$ cat src/rtl/priority_arbiter_if.sv
`default_nettype none
// ============================================================================
//  Interface   : priority_arbiter_if
//  Description : Request/grant bundle between the requesters (master side)
//                and the fixed-priority arbiter (slave side).
//  Revision    : 1.0 - initial release
// ============================================================================
interface priority_arbiter_if #(
  parameter int N    = 8,
  parameter int IDXW = 3
);

  logic            en;
  logic [N-1:0]    req;
  logic [N-1:0]    gnt;
  logic [IDXW-1:0] gnt_idx;
  logic            gnt_vld;

  // Requester side: drives enable and requests, observes the grant.
  modport master (
    output en,
    output req,
    input  gnt,
    input  gnt_idx,
    input  gnt_vld
  );

  // Arbiter side: observes enable and requests, drives the grant.
  modport slave (
    input  en,
    input  req,
    output gnt,
    output gnt_idx,
    output gnt_vld
  );

endinterface
`default_nettype wire

$ cat src/rtl/priority_arbiter.sv
`default_nettype none
// ============================================================================
//  Module      : priority_arbiter
//  Description : Sequential fixed-priority arbiter for N requesters. Bit N-1
//                has the highest priority. The owner keeps the registered
//                one-hot grant until it drops its request or en falls; no
//                preemption. Owners are always separated by one idle cycle.
//  Option      : define ARB_TIMEOUT_EN to bound ownership to MAX_HOLD cycles
//                and mask the timed-out owner for the next arbitration.
//  Revision    : 1.0 - initial release
// ============================================================================
module priority_arbiter #(
  parameter int N        = 8,
  parameter int IDXW     = 3,
  parameter int MAX_HOLD = 16
) (
  input  logic              clk,
  input  logic              rst_n,
  priority_arbiter_if.slave bus
);

  typedef enum logic [0:0] {
    S_IDLE  = 1'b0,
    S_GRANT = 1'b1
  } state_t;

  // MAX_HOLD must fit the 8-bit hold counter and allow at least two cycles.
  if ((MAX_HOLD < 2) || (MAX_HOLD > 255)) begin : g_max_hold_range_err
    $error("priority_arbiter: MAX_HOLD out of range 2..255");
  end

  state_t          state_q, state_d;
  logic [N-1:0]    gnt_q, gnt_d;
  logic [IDXW-1:0] idx_q, idx_d;
  logic            vld_q, vld_d;

  // Candidate vector and the winner selected from it.
  logic [N-1:0]    pick;
  logic [IDXW-1:0] sel_idx;
  logic            sel_any;

`ifdef ARB_TIMEOUT_EN
  localparam logic [7:0] HOLD_LAST = 8'(MAX_HOLD - 1);

  logic [7:0]   hold_q, hold_d;
  logic [N-1:0] mask_q, mask_d;
  logic [N-1:0] elig;

  // Masked requester is skipped unless it is the only one asking.
  always_comb begin
    elig = bus.req & ~mask_q;
    pick = (|elig) ? elig : bus.req;
  end
`else
  // No timeout: every active request is a candidate.
  always_comb begin
    pick = bus.req;
  end
`endif

  // Priority encoder: the highest set bit of pick wins.
  always_comb begin
    sel_idx = '0;
    sel_any = 1'b0;
    for (int i = 0; i < N; i++) begin
      if (pick[i]) begin
        sel_idx = IDXW'(i);
        sel_any = 1'b1;
      end
    end
  end

  // Next-state and registered-output logic for the IDLE/GRANT machine.
  always_comb begin
    state_d = state_q;
    gnt_d   = gnt_q;
    idx_d   = idx_q;
    vld_d   = vld_q;
`ifdef ARB_TIMEOUT_EN
    hold_d  = hold_q;
    mask_d  = mask_q;
`endif
    case (state_q)
      S_IDLE: begin
        gnt_d = '0;
        idx_d = '0;
        vld_d = 1'b0;
`ifdef ARB_TIMEOUT_EN
        // The mask applies to one arbitration only, granted or not.
        mask_d = '0;
`endif
        if (bus.en && sel_any) begin
          state_d = S_GRANT;
          gnt_d   = N'(1) << sel_idx;
          idx_d   = sel_idx;
          vld_d   = 1'b1;
`ifdef ARB_TIMEOUT_EN
          hold_d  = 8'd0;
`endif
        end
      end
      S_GRANT: begin
        if (!bus.en || !bus.req[idx_q]) begin
          // Normal release: owner dropped its request or arbiter disabled.
          state_d = S_IDLE;
          gnt_d   = '0;
          idx_d   = '0;
          vld_d   = 1'b0;
        end
`ifdef ARB_TIMEOUT_EN
        else if (hold_q == HOLD_LAST) begin
          // Forced release after MAX_HOLD cycles; remember who it was.
          state_d = S_IDLE;
          gnt_d   = '0;
          idx_d   = '0;
          vld_d   = 1'b0;
          mask_d  = gnt_q;
        end else begin
          hold_d = hold_q + 8'd1;
        end
`endif
      end
      default: begin
        state_d = S_IDLE;
        gnt_d   = '0;
        idx_d   = '0;
        vld_d   = 1'b0;
      end
    endcase
  end

  // State and output registers with synchronous active-low reset.
  always_ff @(posedge clk) begin
    if (!rst_n) begin
      state_q <= S_IDLE;
      gnt_q   <= '0;
      idx_q   <= '0;
      vld_q   <= 1'b0;
    end else begin
      state_q <= state_d;
      gnt_q   <= gnt_d;
      idx_q   <= idx_d;
      vld_q   <= vld_d;
    end
  end

`ifdef ARB_TIMEOUT_EN
  // Hold counter and one-shot mask registers.
  always_ff @(posedge clk) begin
    if (!rst_n) begin
      hold_q <= 8'd0;
      mask_q <= '0;
    end else begin
      hold_q <= hold_d;
      mask_q <= mask_d;
    end
  end
`endif

  assign bus.gnt     = gnt_q;
  assign bus.gnt_idx = idx_q;
  assign bus.gnt_vld = vld_q;

endmodule
`default_nettype wire
$ cat src/flat_wrapper.sv
// flat-port wrapper written by rule: the top's interface ports become plain ports
module priority_arbiter_flat 
#(
  parameter int N        = 8,
  parameter int IDXW     = 3,
  parameter int MAX_HOLD = 16
)
  (clk, rst_n, bus_en, bus_req, bus_gnt, bus_gnt_idx, bus_gnt_vld);
  priority_arbiter_if #(.N(N), .IDXW(IDXW)) bus_i ();
  input  logic clk;
  input  logic rst_n;
  input wire logic [$bits(bus_i.en)-1:0] bus_en;
  input wire logic [$bits(bus_i.req)-1:0] bus_req;
  output wire logic [$bits(bus_i.gnt)-1:0] bus_gnt;
  output wire logic [$bits(bus_i.gnt_idx)-1:0] bus_gnt_idx;
  output wire logic [$bits(bus_i.gnt_vld)-1:0] bus_gnt_vld;
  assign bus_i.en = bus_en;
  assign bus_i.req = bus_req;
  assign bus_gnt = bus_i.gnt;
  assign bus_gnt_idx = bus_i.gnt_idx;
  assign bus_gnt_vld = bus_i.gnt_vld;
  priority_arbiter #(.N(N), .IDXW(IDXW), .MAX_HOLD(MAX_HOLD)) u_core (.clk(clk), .rst_n(rst_n), .bus(bus_i));
endmodule
$ cat config.mk
export PLATFORM = sky130hd
export DESIGN_NAME = priority_arbiter_flat
export DESIGN_NICKNAME = d
export VERILOG_FILES = /design/src/rtl/priority_arbiter_if.sv /design/src/rtl/priority_arbiter.sv /design/src/flat_wrapper.sv
export SDC_FILE = /design/constraint.sdc
export NUM_CORES = 1
export LEC_CHECK = 0
export BUFFER_PORTS_ARGS = -buffer_cell sky130_fd_sc_hd__buf_2
export CORE_AREA = 2 2 39 41
export CTS_BUF_LIST = sky130_fd_sc_hd__clkbuf_2
export CTS_CLUSTER_DIAMETER = 30
export CTS_CLUSTER_SIZE = 28
export DETAILED_ROUTE_END_ITERATION = 8
export DIE_AREA = 0 0 41 43
export GPL_TIMING_DRIVEN = 0
export PLACE_DENSITY = 0.72
export REMOVE_ABC_BUFFERS = 1
export SLEW_MARGIN = 20
export SYNTH_ARGS = -nofsm -noshare
export SYNTH_HDL_FRONTEND = slang
export SYNTH_SLANG_ARGS = --single-unit
$ cat constraint.sdc
create_clock -name clk -period 3.3 [get_ports clk]
set_clock_uncertainty 0.2 [all_clocks]
set_input_delay 0.66 -clock clk [delete_from_list [all_inputs] [get_ports clk]]
set_output_delay 0.66 -clock clk [all_outputs]
set_load 0.01 [all_outputs]
==> qor.txt, run 1 <==
=====================================================================================
Die Span Y                                                                      43 um
Count of standard-cell rows                                                        14
Boundary Pins                                                                      23
Resize count post-CTS                                                               0
Terminus of the critical flop-to-flop path                               u_core.bus.gnt[3]$_SDFFE_PN0P_
First-pass iteration count of the detailed router                                   4
Die extent in x                                                                 41 um
Via count of the first global-routing pass                                        538
Clock sink total                                                                   13
Cell Area, Placed                                                           726 sq um
Global Route Usage Sum                                                          19.5%
Maximum Capacitance Violations                                                      0
Worst VDD drop                                                             0.000182 V
Share of post-route cells with drive strength above 1                           35.7%
Buffers on Ports                                                                   22
Residual DRC count                                                                  0
Launching point of the worst reg2reg path                                u_core.bus.gnt_idx[1]$_SDFFE_PN0P_
Synth Area per Inst                                                        10.3 sq um
Wire length of the first global-routing pass                                  2300 um
Die Outline Area                                                           1760 sq um
Worst Reg-to-Reg Cells                                                              3
H-Tree Depth                                                                        1
Run status                                                               complete, no violations
Synthesis warning total                                                             0
FMAX                                                                          512 MHz
Worst slew margin relative to its limit                                         66.1%
Setup fix buffers added after clock tree synthesis                                  0
Static power due to leakage                                                  0.363 nW
HPWL after detailed placement                                                 1050 um
Total number of vias                                                              592
Count of antenna diodes in the layout                                               0
Largest net degree at the start of global routing                                  12
Total negative slack for setup checks                                            0 ns
Min-Delay Endpoint                                                       u_core.bus.gnt[2]$_SDFFE_PN0P_
Antenna violations before repair                                                    0
Startpoint-to-endpoint class of the critical path                        flip-flop to flip-flop
Initial standard-cell utilization of the core                                   43.9%
Critical path data required time                                              3.28 ns
Cell area after layout                                                      746 sq um
Mean routed wirelength per cell                                               14.1 um
Routed wire length                                                            1410 um
Utilization of the core after routing                                           53.9%
Final #Nets                                                                        96
Critical Path Sink Type                                                     flip-flop
Number of hold violations in the final report                                       0
Later-pin clock latency in the skew report                                    0.29 ns
Cell variety after synth                                                           26
Hold Path Class                                                          flip-flop to flip-flop
Type of origin of the critical path                                         flip-flop
Finish-stage setup viols                                                            0
Total of hold buffers inserted after clock tree synthesis                           0
Fin crit share                                                                  59.2%
Setup slack of the worst register-to-register path                            1.35 ns
Unrepaired setup endpoints after global routing                                    no
Total global routing overflow                                                       0
Clock-pin slew on the worst setup and hold paths                              0.14 ns
Final worst setup slack                                                       1.35 ns
Clock tree from TritonCTS                                                         yes
Synthesized area                                                            607 sq um
FF+latch count, synth                                                              13
Via-to-Cell Ratio                                                                5.92
Clock tree root buffer cell                                              sky130_fd_sc_hd__clkbuf_2
Launching element of the worst setup path                                u_core.bus.gnt_idx[1]$_SDFFE_PN0P_
Most common library cell in the layout ignoring fill and taps            sky130_fd_sc_hd__buf_2
Sequential-to-total area share from yosys stat                                  42.9%
Data arrival at the endpoint of the critical path                             1.94 ns
Post-synthesis cell count                                                          59
Slew at the pin with the worst max-slew slack                                0.504 ns
Core Region                                                                1380 sq um
Detail Route Antenna Nets                                                           0
Origin of the worst min-delay path                                       u_core.bus.gnt[2]$_SDFFE_PN0P_
Cell depth of the worst hold path                                                   2
Worst setup slack before clock tree synthesis                                 1.06 ns
Tmin final                                                                    1.95 ns
Count of routing violations after the opening detailed-route iteration             25
Final max-slew violation count                                                      0
Most used cells in the layout excluding fill and tap cells               sky130_fd_sc_hd__buf_2, sky130_fd_sc_hd__dfxtp_1, sky130_fd_sc_hd__nand2_1
Maximum fanout encountered on the critical timing path                             11
Clock Path Buffers                                                                  2
Inserted Clock Buffers                                                              3
Layout overhead on the synthesized area                                         22.9%
Areal power density over the cells                                        400 nW/um^2
Final GP Congestion                                                             0.837
Total power consumption of the routed design                                 0.298 mW
=====================================================================================
[per-layer routing]
| metal | global-route usage, % | part of all wire (%) |
|---|---|---|
| met1 | 25.0 | 42 |
| met2 | 29.1 | 47 |
| met3 | 3.14 | 8.3 |
| met4 | 12.0 | 2.4 |
| met5 | 0 | 0 |
[registers in the layout, indices dropped and copies added, names as in the netlist]
register and flops:
u_core.bus.gnt 8, u_core.bus.gnt_idx 3, u_core.bus.gnt_vld 1, u_core.state_q 1
[stage by stage]
step | hold WS, ns | instances
final | 0.265 | 100
after global routing | 0.287 | 100
after CTS | 0.269 | 100
after detailed placement | 0.237 | 96
after global placement | 0.230 | 96
after floorplan | 0.280 | 58
[kinds of logic (layout without fill, tap and decap cells)]
kind of cell,after synthesis,in the layout,synth area share (%)
AOI/OAI and AO/OA,18,18,22.3
buffers and inverters,4,29,3.71
DFF,13,13,42.9
muxes,3,3,12.4
and+or+nand+nor,21,21,18.8
[how the worst max path moves through the flow]
stage	to	slack (ns)	depth (start not counted)
finish	u_core.bus.gnt[3]$_SDFFE_PN0P_	1.35	3
global route	u_core.bus.gnt[3]$_SDFFE_PN0P_	1.26	3
CTS	u_core.bus.gnt[3]$_SDFFE_PN0P_	1.33	3
detailed placement	u_core.bus.gnt[5]$_SDFFE_PN0P_	1.06	4
global placement	u_core.bus.gnt[5]$_SDFFE_PN0P_	1.07	4
floorplan	u_core.bus.gnt[1]$_SDFFE_PN0P_	1.31	3
[cell usage after synthesis]
cell                       instances  area, sq um
sky130_fd_sc_hd__dfxtp_1          13          260
sky130_fd_sc_hd__nand2_1           6         22.5
sky130_fd_sc_hd__a22o_1            5         43.8
sky130_fd_sc_hd__nor2_1            4         15.0
sky130_fd_sc_hd__o21ai_0           4         20.0
sky130_fd_sc_hd__inv_1             3         11.3
sky130_fd_sc_hd__o31ai_1           3         22.5
sky130_fd_sc_hd__mux4_1            2         52.6
sky130_fd_sc_hd__nor3_1            2         10.0
sky130_fd_sc_hd__a21o_1            1         7.51
sky130_fd_sc_hd__a21oi_1           1         5.00
sky130_fd_sc_hd__a31oi_1           1         6.26
sky130_fd_sc_hd__a32o_1            1         10.0
sky130_fd_sc_hd__a32o_2            1         11.3
sky130_fd_sc_hd__and3_1            1         6.26
sky130_fd_sc_hd__and3b_1           1         8.76
sky130_fd_sc_hd__and4_2            1         10.0
sky130_fd_sc_hd__and4b_1           1         10.0
sky130_fd_sc_hd__buf_6             1         11.3
sky130_fd_sc_hd__mux4_2            1         22.5
sky130_fd_sc_hd__nand3_1           1         5.00
sky130_fd_sc_hd__nand3b_1          1         7.51
sky130_fd_sc_hd__nor4_1            1         6.26
sky130_fd_sc_hd__o221ai_1          1         8.76
sky130_fd_sc_hd__or2_1             1         6.26
sky130_fd_sc_hd__or2_2             1         6.26
[layout make-up]
class	count	area, sq um
repair buffers	22	110
fillers	140	638
well taps	16	20.0
inverters	3	11.3
clock buffers	4	20.0
flip-flops and latches	13	260
multi-input cells	42	324
[critical path, cell delays in order, from the launching register on]
cell	delay [ns]
sky130_fd_sc_hd__dfxtp_1	0.46
sky130_fd_sc_hd__mux4_1	0.58
sky130_fd_sc_hd__a22o_1	0.33
sky130_fd_sc_hd__a22o_1	0.27
[power breakdown]
| part | switching, mW | total (mW) | internal (mW) |
|---|---|---|---|
| logic | 0.0225 | 0.0430 | 0.0205 |
| registers | 0.00514 | 0.168 | 0.162 |
| clock network | 0.0554 | 0.0875 | 0.0321 |
| total | 0.0831 | 0.298 | 0.215 |
(Power assumes the default switching activity.)
==> run 2, diff against run 1 <==
==> constraint.sdc (replaced) <==
create_clock -name clk -period 1.91 [get_ports clk]
set_clock_uncertainty 0.2 [all_clocks]
set_input_delay 0.382 -clock clk [delete_from_list [all_inputs] [get_ports clk]]
set_output_delay 0.382 -clock clk [all_outputs]
set_load 0.01 [all_outputs]
==> run 2 against run 1 <==
Maximum frequency is 6.3% higher. Design area increased by 0.34%. Worst setup slack got worse by 1.3 ns. Highest routed layer unchanged. Core utilization grew 0.18 points. Die area unchanged. Critical path depth is the same.
==> qor.txt, run 2 (same netlist as run 1, synthesis figures left out) <==
=====================================================================================
Run status                                                               complete, no violations
Total number of vias                                                              586   -1.0%
Largest net degree at the start of global routing                                  12   unchanged
Maximum fanout encountered on the critical timing path                             11   unchanged
Slew at the pin with the worst max-slew slack                                0.505 ns   +0.000937 ns
Areal power density over the cells                                        691 nW/um^2   +73%
Via-to-Cell Ratio                                                                5.86   -1.0%
Total instance count after detailed placement                                      96   unchanged
Max FFs per register                                                                8   unchanged
Share of post-route cells with drive strength above 1                           38.1%   +2.4 points
Antenna violations before repair                                                    0   unchanged
Clock-pin slew on the worst setup and hold paths                              0.14 ns   about the same
Total power consumption of the routed design                                 0.517 mW   +73%
Die extent in x                                                                 41 um   unchanged
Critical path data required time                                              1.89 ns   -1.39 ns
Startpoint-to-endpoint class of the critical path                        flip-flop to flip-flop
Count of routing violations after the opening detailed-route iteration             16   -36%
Clock tree root buffer cell                                              sky130_fd_sc_hd__clkbuf_2
Setup fix buffers added after clock tree synthesis                                  0   unchanged
Boundary Pins                                                                      23   unchanged
Later-pin clock latency in the skew report                                    0.29 ns   about the same
Setup slack of the worst register-to-register path                            0.07 ns   -1.27 ns
Origin of the worst min-delay path                                         bus_req[7]
H-Tree Depth                                                                        1   unchanged
Final cell count without fillers                                                  100   unchanged
Clock Power Share                                                               29.5%   about the same
Final #Nets                                                                        96   unchanged
Unrepaired setup endpoints after global routing                                    no
Finish-stage setup viols                                                            0   unchanged
Worst VDD drop                                                             0.000316 V   +73%
Final GP Congestion                                                             0.837   unchanged
Crit-path max cell delay                                                      0.56 ns   -0.02 ns
Fin crit share                                                                  96.2%   +37 points
Layout overhead on the synthesized area                                         23.3%
Min Hold Slack                                                               0.174 ns   -0.0909 ns
Die Outline Area                                                           1760 sq um   unchanged
Buffers on Ports                                                                   22   unchanged
Number of hold violations in the final report                                       0   unchanged
Total global routing overflow                                                       0   unchanged
Mean routed wirelength per cell                                               14.3 um   +1.4%
HPWL after detailed placement                                                 1050 um   unchanged
Tmin final                                                                    1.84 ns   -0.116 ns
Most used cells in the layout excluding fill and tap cells               sky130_fd_sc_hd__buf_2, sky130_fd_sc_hd__dfxtp_1, sky130_fd_sc_hd__nand2_1
First-pass iteration count of the detailed router                                   4   unchanged
Internal power component                                                     0.372 mW   +73%
Data arrival at the endpoint of the critical path                             1.82 ns   -0.12 ns
Switching share of total power                                                  28.1%   +0.20 points
Type of origin of the critical path                                         flip-flop
Die Span Y                                                                      43 um   unchanged
Critical Path Sink Type                                                     flip-flop
Worst slew margin relative to its limit                                         66.0%   about the same
FMAX                                                                          544 MHz   +6.3%
Maximum Capacitance Violations                                                      0   unchanged
Launching point of the worst reg2reg path                                u_core.bus.gnt_idx[1]$_SDFFE_PN0P_
Cell-by-cell trace of the critical path                                  mux4_1 > a22o_2 > a22o_1
Most common library cell in the layout ignoring fill and taps            sky130_fd_sc_hd__buf_2
Worst Reg-to-Reg Cells                                                              3   unchanged
Hold Path Class                                                          input pin to flip-flop
Core Region                                                                1380 sq um   unchanged
Static power due to leakage                                                  0.364 nW   +0.25%
Inserted Clock Buffers                                                              3   unchanged
Terminus of the critical flop-to-flop path                               u_core.bus.gnt[3]$_SDFFE_PN0P_
Critical Path Slowest Stage Cell                                         sky130_fd_sc_hd__mux4_1
Global Route Usage Sum                                                          19.5%   unchanged
Clock sink total                                                                   13   unchanged
Count of standard-cell rows                                                        14   unchanged
Count of antenna diodes in the layout                                               0   unchanged
Wire length of the first global-routing pass                                  2300 um   +0.30%
Part of the power in registers                                                  56.0%   -0.2 points
Residual DRC count                                                                  0   unchanged
Final max-slew violation count                                                      0   unchanged
Detail Route Antenna Nets                                                           0   unchanged
Endpoint of the most critical setup path                                 u_core.bus.gnt[3]$_SDFFE_PN0P_
Launching element of the worst setup path                                u_core.bus.gnt_idx[1]$_SDFFE_PN0P_
Clock Path Buffers                                                                  2   unchanged
Clock tree from TritonCTS                                                         yes
Switching pwr                                                                0.145 mW   +75%
Initial standard-cell utilization of the core                                   43.9%   unchanged
Routed wire length                                                            1430 um   +1.4%
Via count of the first global-routing pass                                        537   -0.19%
Share of total power in combinational logic                                     14.4%   about the same
=====================================================================================
[run 2: what timing repair did]
action | in CTS | in global routing
setup endpoints to repair | 7 | 0
hold buffers | 0 | 0
resized for setup | 2 | 0
hold endpoints to repair | 0 | 0
[run 2: through the flow]
stage	setup slack [ns]	setup TNS [ns]	cell area, sq um	utilization (%)
after CTS	0.0605	0	748	54.1
final	0.0728	0	748	54.1
after floorplan	0.0661	0	596	-
after detailed placement	-0.0481	-0.249	726	52.4
after global placement	-0.0406	-0.200	726	52.4
after global routing	0.0143	0	748	54.1
[run 2: power groups by stage]
stage | clock network (mW) | registers [mW] | logic [mW]
after global routing | 0.165 | 0.291 | 0.0825
after floorplan | 0 | 0.298 | 0.0362
after detailed placement | 0 | 0.296 | 0.0737
after CTS | 0.154 | 0.290 | 0.0745
after global placement | 0 | 0.295 | 0.0729
final | 0.153 | 0.290 | 0.0747
[run 2: critical path: cells and delay by family, from the launching register on]
kind           cells  cell delay, ns
multiplexers       1            0.56
AO/OA/AOI/OAI      2            0.55
flip-flops         1            0.41
[run 2: cell type report]
class / count / area (sq um)
Clock buffer: 4 / 20.0
Fill cell: 138 / 636
Timing Repair Buffer: 22 / 110
Tap cell: 16 / 20.0
Multi-Input combinational cell: 42 / 325
Sequential cell: 13 / 262
Inverter: 3 / 11.3
[run 2: per-layer routing]
layer | routed length, um | track usage (%) | vias to the layer above
li1 | - | - | 284
met1 | 609 | 25.0 | 273
met2 | 683 | 29.1 | 24
met3 | 98 | 3.14 | 5
met4 | 34 | 12.0 | 0
met5 | 0 | 0 | -
[run 2: worst min path at each step]
stage               slack (ns)  cells after the start                            endpoint
floorplan                 0.28                      2      u_core.bus.gnt[0]$_SDFFE_PN0P_
global placement          0.23                      2      u_core.bus.gnt[0]$_SDFFE_PN0P_
detailed placement        0.24                      1     u_core.bus.gnt_vld$_SDFFE_PN0P_
CTS                       0.17                      3  u_core.bus.gnt_idx[1]$_SDFFE_PN0P_
global route              0.19                      3  u_core.bus.gnt_idx[1]$_SDFFE_PN0P_
finish                    0.17                      3  u_core.bus.gnt_idx[1]$_SDFFE_PN0P_
==> run 3, diff against run 2 <==
--- a/config.mk
+++ b/config.mk
@@ -5,7 +5,7 @@
 export SDC_FILE = /design/constraint.sdc
 export NUM_CORES = 1
 export LEC_CHECK = 0
-export BUFFER_PORTS_ARGS = -buffer_cell sky130_fd_sc_hd__buf_2
+export BUFFER_PORTS_ARGS = -buffer_cell sky130_fd_sc_hd__buf_4
 export CORE_AREA = 2 2 39 41
 export CTS_BUF_LIST = sky130_fd_sc_hd__clkbuf_2
 export CTS_CLUSTER_DIAMETER = 30
==> run 3 against run 2 <==
Core utilization up 4.2 points. Register-to-register slack about the same. Final cell count unchanged. First-iteration DRC count up 13%. Clock power down 5%. Critical endpoint is now u_core.bus.gnt[5]$_SDFFE_PN0P_. Sequential power about the same. Die area unchanged. Combinational power up 13%. Sequential share of layout area down 2.2 points. Largest cell class unchanged. Sequential cell count unchanged. Hold slack worse by 0.013 ns.
==> qor.txt, run 3 (same netlist as run 1, synthesis figures left out) <==
=====================================================================================
Run status                                                               complete, no violations
Inserted Clock Buffers                                                              3   unchanged
Most used cells in the layout excluding fill and tap cells               sky130_fd_sc_hd__buf_4, sky130_fd_sc_hd__dfxtp_1, sky130_fd_sc_hd__nand2_1
Tmin final                                                                    1.82 ns   -0.0128 ns
Share of total power in combinational logic                                     16.2%   +1.8 points
Top layer used by detailed routing                                               met4
Count of routing violations after the opening detailed-route iteration             18   +2
Number of hold violations in the final report                                       0   unchanged
Hold Path Class                                                          input pin to flip-flop
First-pass iteration count of the detailed router                                   4   unchanged
Total instance count after detailed placement                                      96   unchanged
Fillers                                                                           142   +2.9%
Die Outline Area                                                           1760 sq um   unchanged
Share of post-route cells with drive strength above 1                           38.1%   unchanged
Unrepaired setup endpoints after global routing                                    no
Type of origin of the critical path                                         flip-flop
Maximum fanout encountered on the critical timing path                             11   unchanged
Initial standard-cell utilization of the core                                   43.9%   unchanged
Multi-input gate area                                                       325 sq um   unchanged
Most common library cell in the layout ignoring fill and taps            sky130_fd_sc_hd__buf_4
Count of antenna diodes in the layout                                               0   unchanged
Global Route Usage Sum                                                          19.1%   -0.36 points
Total global routing overflow                                                       0   unchanged
Boundary Pins                                                                      23   unchanged
Cell-by-cell trace of the critical path                                  mux4_1 > a22o_2 > a22o_1
FMAX                                                                          548 MHz   +0.70%
Final cell count without fillers                                                  100   unchanged
Total number of vias                                                              595   +1.5%
Clock tree root buffer cell                                              sky130_fd_sc_hd__clkbuf_2
Utilization of the core after routing                                           58.2%   +4.2 points
Clock-pin slew on the worst setup and hold paths                              0.12 ns   -0.02 ns
Clock sink total                                                                   13   unchanged
Maximum Capacitance Violations                                                      0   unchanged
Length of routed met2 wiring                                                   656 um   -4.0%
Fin crit share                                                                  95.5%   -0.67 points
Startpoint-to-endpoint class of the critical path                        flip-flop to flip-flop
Critical Path Sink Type                                                     flip-flop
Areal power density over the cells                                        645 nW/um^2   -6.7%
Antenna violations before repair                                                    0   unchanged
Count of standard-cell rows                                                        14   unchanged
Static power due to leakage                                                  0.373 nW   +2.5%
Later-pin clock latency in the skew report                                    0.28 ns   about the same
Data arrival at the endpoint of the critical path                             1.81 ns   about the same
Worst VDD drop                                                             0.000383 V   +21%
Via-to-Cell Ratio                                                                5.95   +1.5%
Buffers on Ports                                                                   22   unchanged
HPWL after detailed placement                                                 1090 um   +3.8%
Residual DRC count                                                                  0   unchanged
Finish-stage setup viols                                                            0   unchanged
Worst slew margin relative to its limit                                         70.6%   +4.5 points
Via count of the first global-routing pass                                        529   -1.5%
Wire length of the first global-routing pass                                  2270 um   -1.5%
Switching pwr                                                                0.139 mW   -4.5%
Die Span Y                                                                      43 um   unchanged
Total of hold buffers inserted after clock tree synthesis                           0   unchanged
Crit-path max cell delay                                                      0.57 ns   about the same
Final max-slew violation count                                                      0   unchanged
Sequential cell area                                                        264 sq um   +0.96%
Layout overhead on the synthesized area                                         32.8%
Max FFs per register                                                                8   unchanged
Critical path data required time                                              1.89 ns   about the same
Met3 Routed Length                                                              93 um   -5.1%
Switching share of total power                                                  26.7%   -1.4 points
Final GP Congestion                                                             0.831   -0.76%
Routed wire length                                                            1410 um   -0.98%
Total routed wire length on the met1 layer                                     638 um   +4.8%
Final #Nets                                                                        96   unchanged
Mean routed wirelength per cell                                               14.1 um   -0.98%
Part of the power in registers                                                  55.8%   -0.2 points
Core Region                                                                1380 sq um   unchanged
Largest net degree at the start of global routing                                  12   unchanged
Clock Power Share                                                               28.0%   -1.5 points
Clock Path Buffers                                                                  2   unchanged
Slew at the pin with the worst max-slew slack                                0.438 ns   -0.0673 ns
Clock tree from TritonCTS                                                         yes
Setup fix buffers added after clock tree synthesis                                  0   unchanged
Die extent in x                                                                 41 um   unchanged
Detail Route Antenna Nets                                                           0   unchanged
H-Tree Depth                                                                        1   unchanged
Internal power component                                                     0.381 mW   +2.5%
Critical Path Slowest Stage Cell                                         sky130_fd_sc_hd__mux4_1
=====================================================================================
[run 3: cell count changes in the layout (fill, tap and decap cells not counted)]
cell and delta:
sky130_fd_sc_hd__buf_2 -22, sky130_fd_sc_hd__dfxtp_4 +1, sky130_fd_sc_hd__dfxtp_2 -1, sky130_fd_sc_hd__buf_4 +22
[run 3: per-layer routing]
metal	GRT usage, %	vias up
met5	0	-
met4	10.0	0
met3	3.14	2
met2	28.7	25
met1	25.1	284
li1	-	284
[run 3: per-stage QoR]
| step | total power, mW | setup slack (ns) | hold WS (ns) | cell area (sq um) | setup TNS, ns |
|---|---|---|---|---|---|
| floorplan | 0.334 | 0.0661 | 0.280 | 596 | 0 |
| global placement | 0.378 | -0.0390 | 0.238 | 781 | -0.186 |
| detailed placement | 0.380 | -0.0566 | 0.248 | 781 | -0.305 |
| CTS | 0.520 | 0.00123 | 0.155 | 802 | 0 |
| global route | 0.546 | 0.0294 | 0.147 | 806 | 0 |
| finish | 0.520 | 0.0856 | 0.161 | 806 | 0 |
[run 3: timing repair]
item | CTS | global route
hold endpoints to repair | 0 | 0
resized for setup | 1 | 2
endpoints found under the setup margin | 8 | 8
[run 3: final cells by class]
cell class / instances / share of cell area [%]
multi-input cells: 42 / 40.4
flip-flops and latches: 13 / 32.8
repair buffers: 22 / 20.5
clock buffers: 4 / 2.48
well taps: 16 / 2.48
inverters: 3 / 1.40
[run 3: power groups by stage]
stage               registers, mW  logic [mW]  clock network [mW]
CTS                         0.291      0.0839               0.145
global route                0.292      0.0921               0.162
finish                      0.290      0.0843               0.146
detailed placement          0.296      0.0836                   0
floorplan                   0.298      0.0362                   0
global placement            0.295      0.0831                   0
[run 3: final timing paths]
kind | slack [ns] | endpoint | cells past startpoint | from
worst max-delay path | 0.09 | u_core.bus.gnt[5]$_SDFFE_PN0P_ | 3 | u_core.bus.gnt_idx[1]$_SDFFE_PN0P_
worst min-delay path | 0.16 | u_core.bus.gnt_idx[1]$_SDFFE_PN0P_ | 3 | bus_req[7]
worst max register to register | 0.09 | u_core.bus.gnt[5]$_SDFFE_PN0P_ | 3 | u_core.bus.gnt_idx[1]$_SDFFE_PN0P_
worst min register to register | 0.27 | u_core.bus.gnt[2]$_SDFFE_PN0P_ | 2 | u_core.bus.gnt[2]$_SDFFE_PN0P_
[run 3: worst max-delay path: cells and delay by family (launching register included)]
family | cells | cell delay (ns)
compound gates | 2 | 0.57
mux | 1 | 0.57
flops | 1 | 0.40
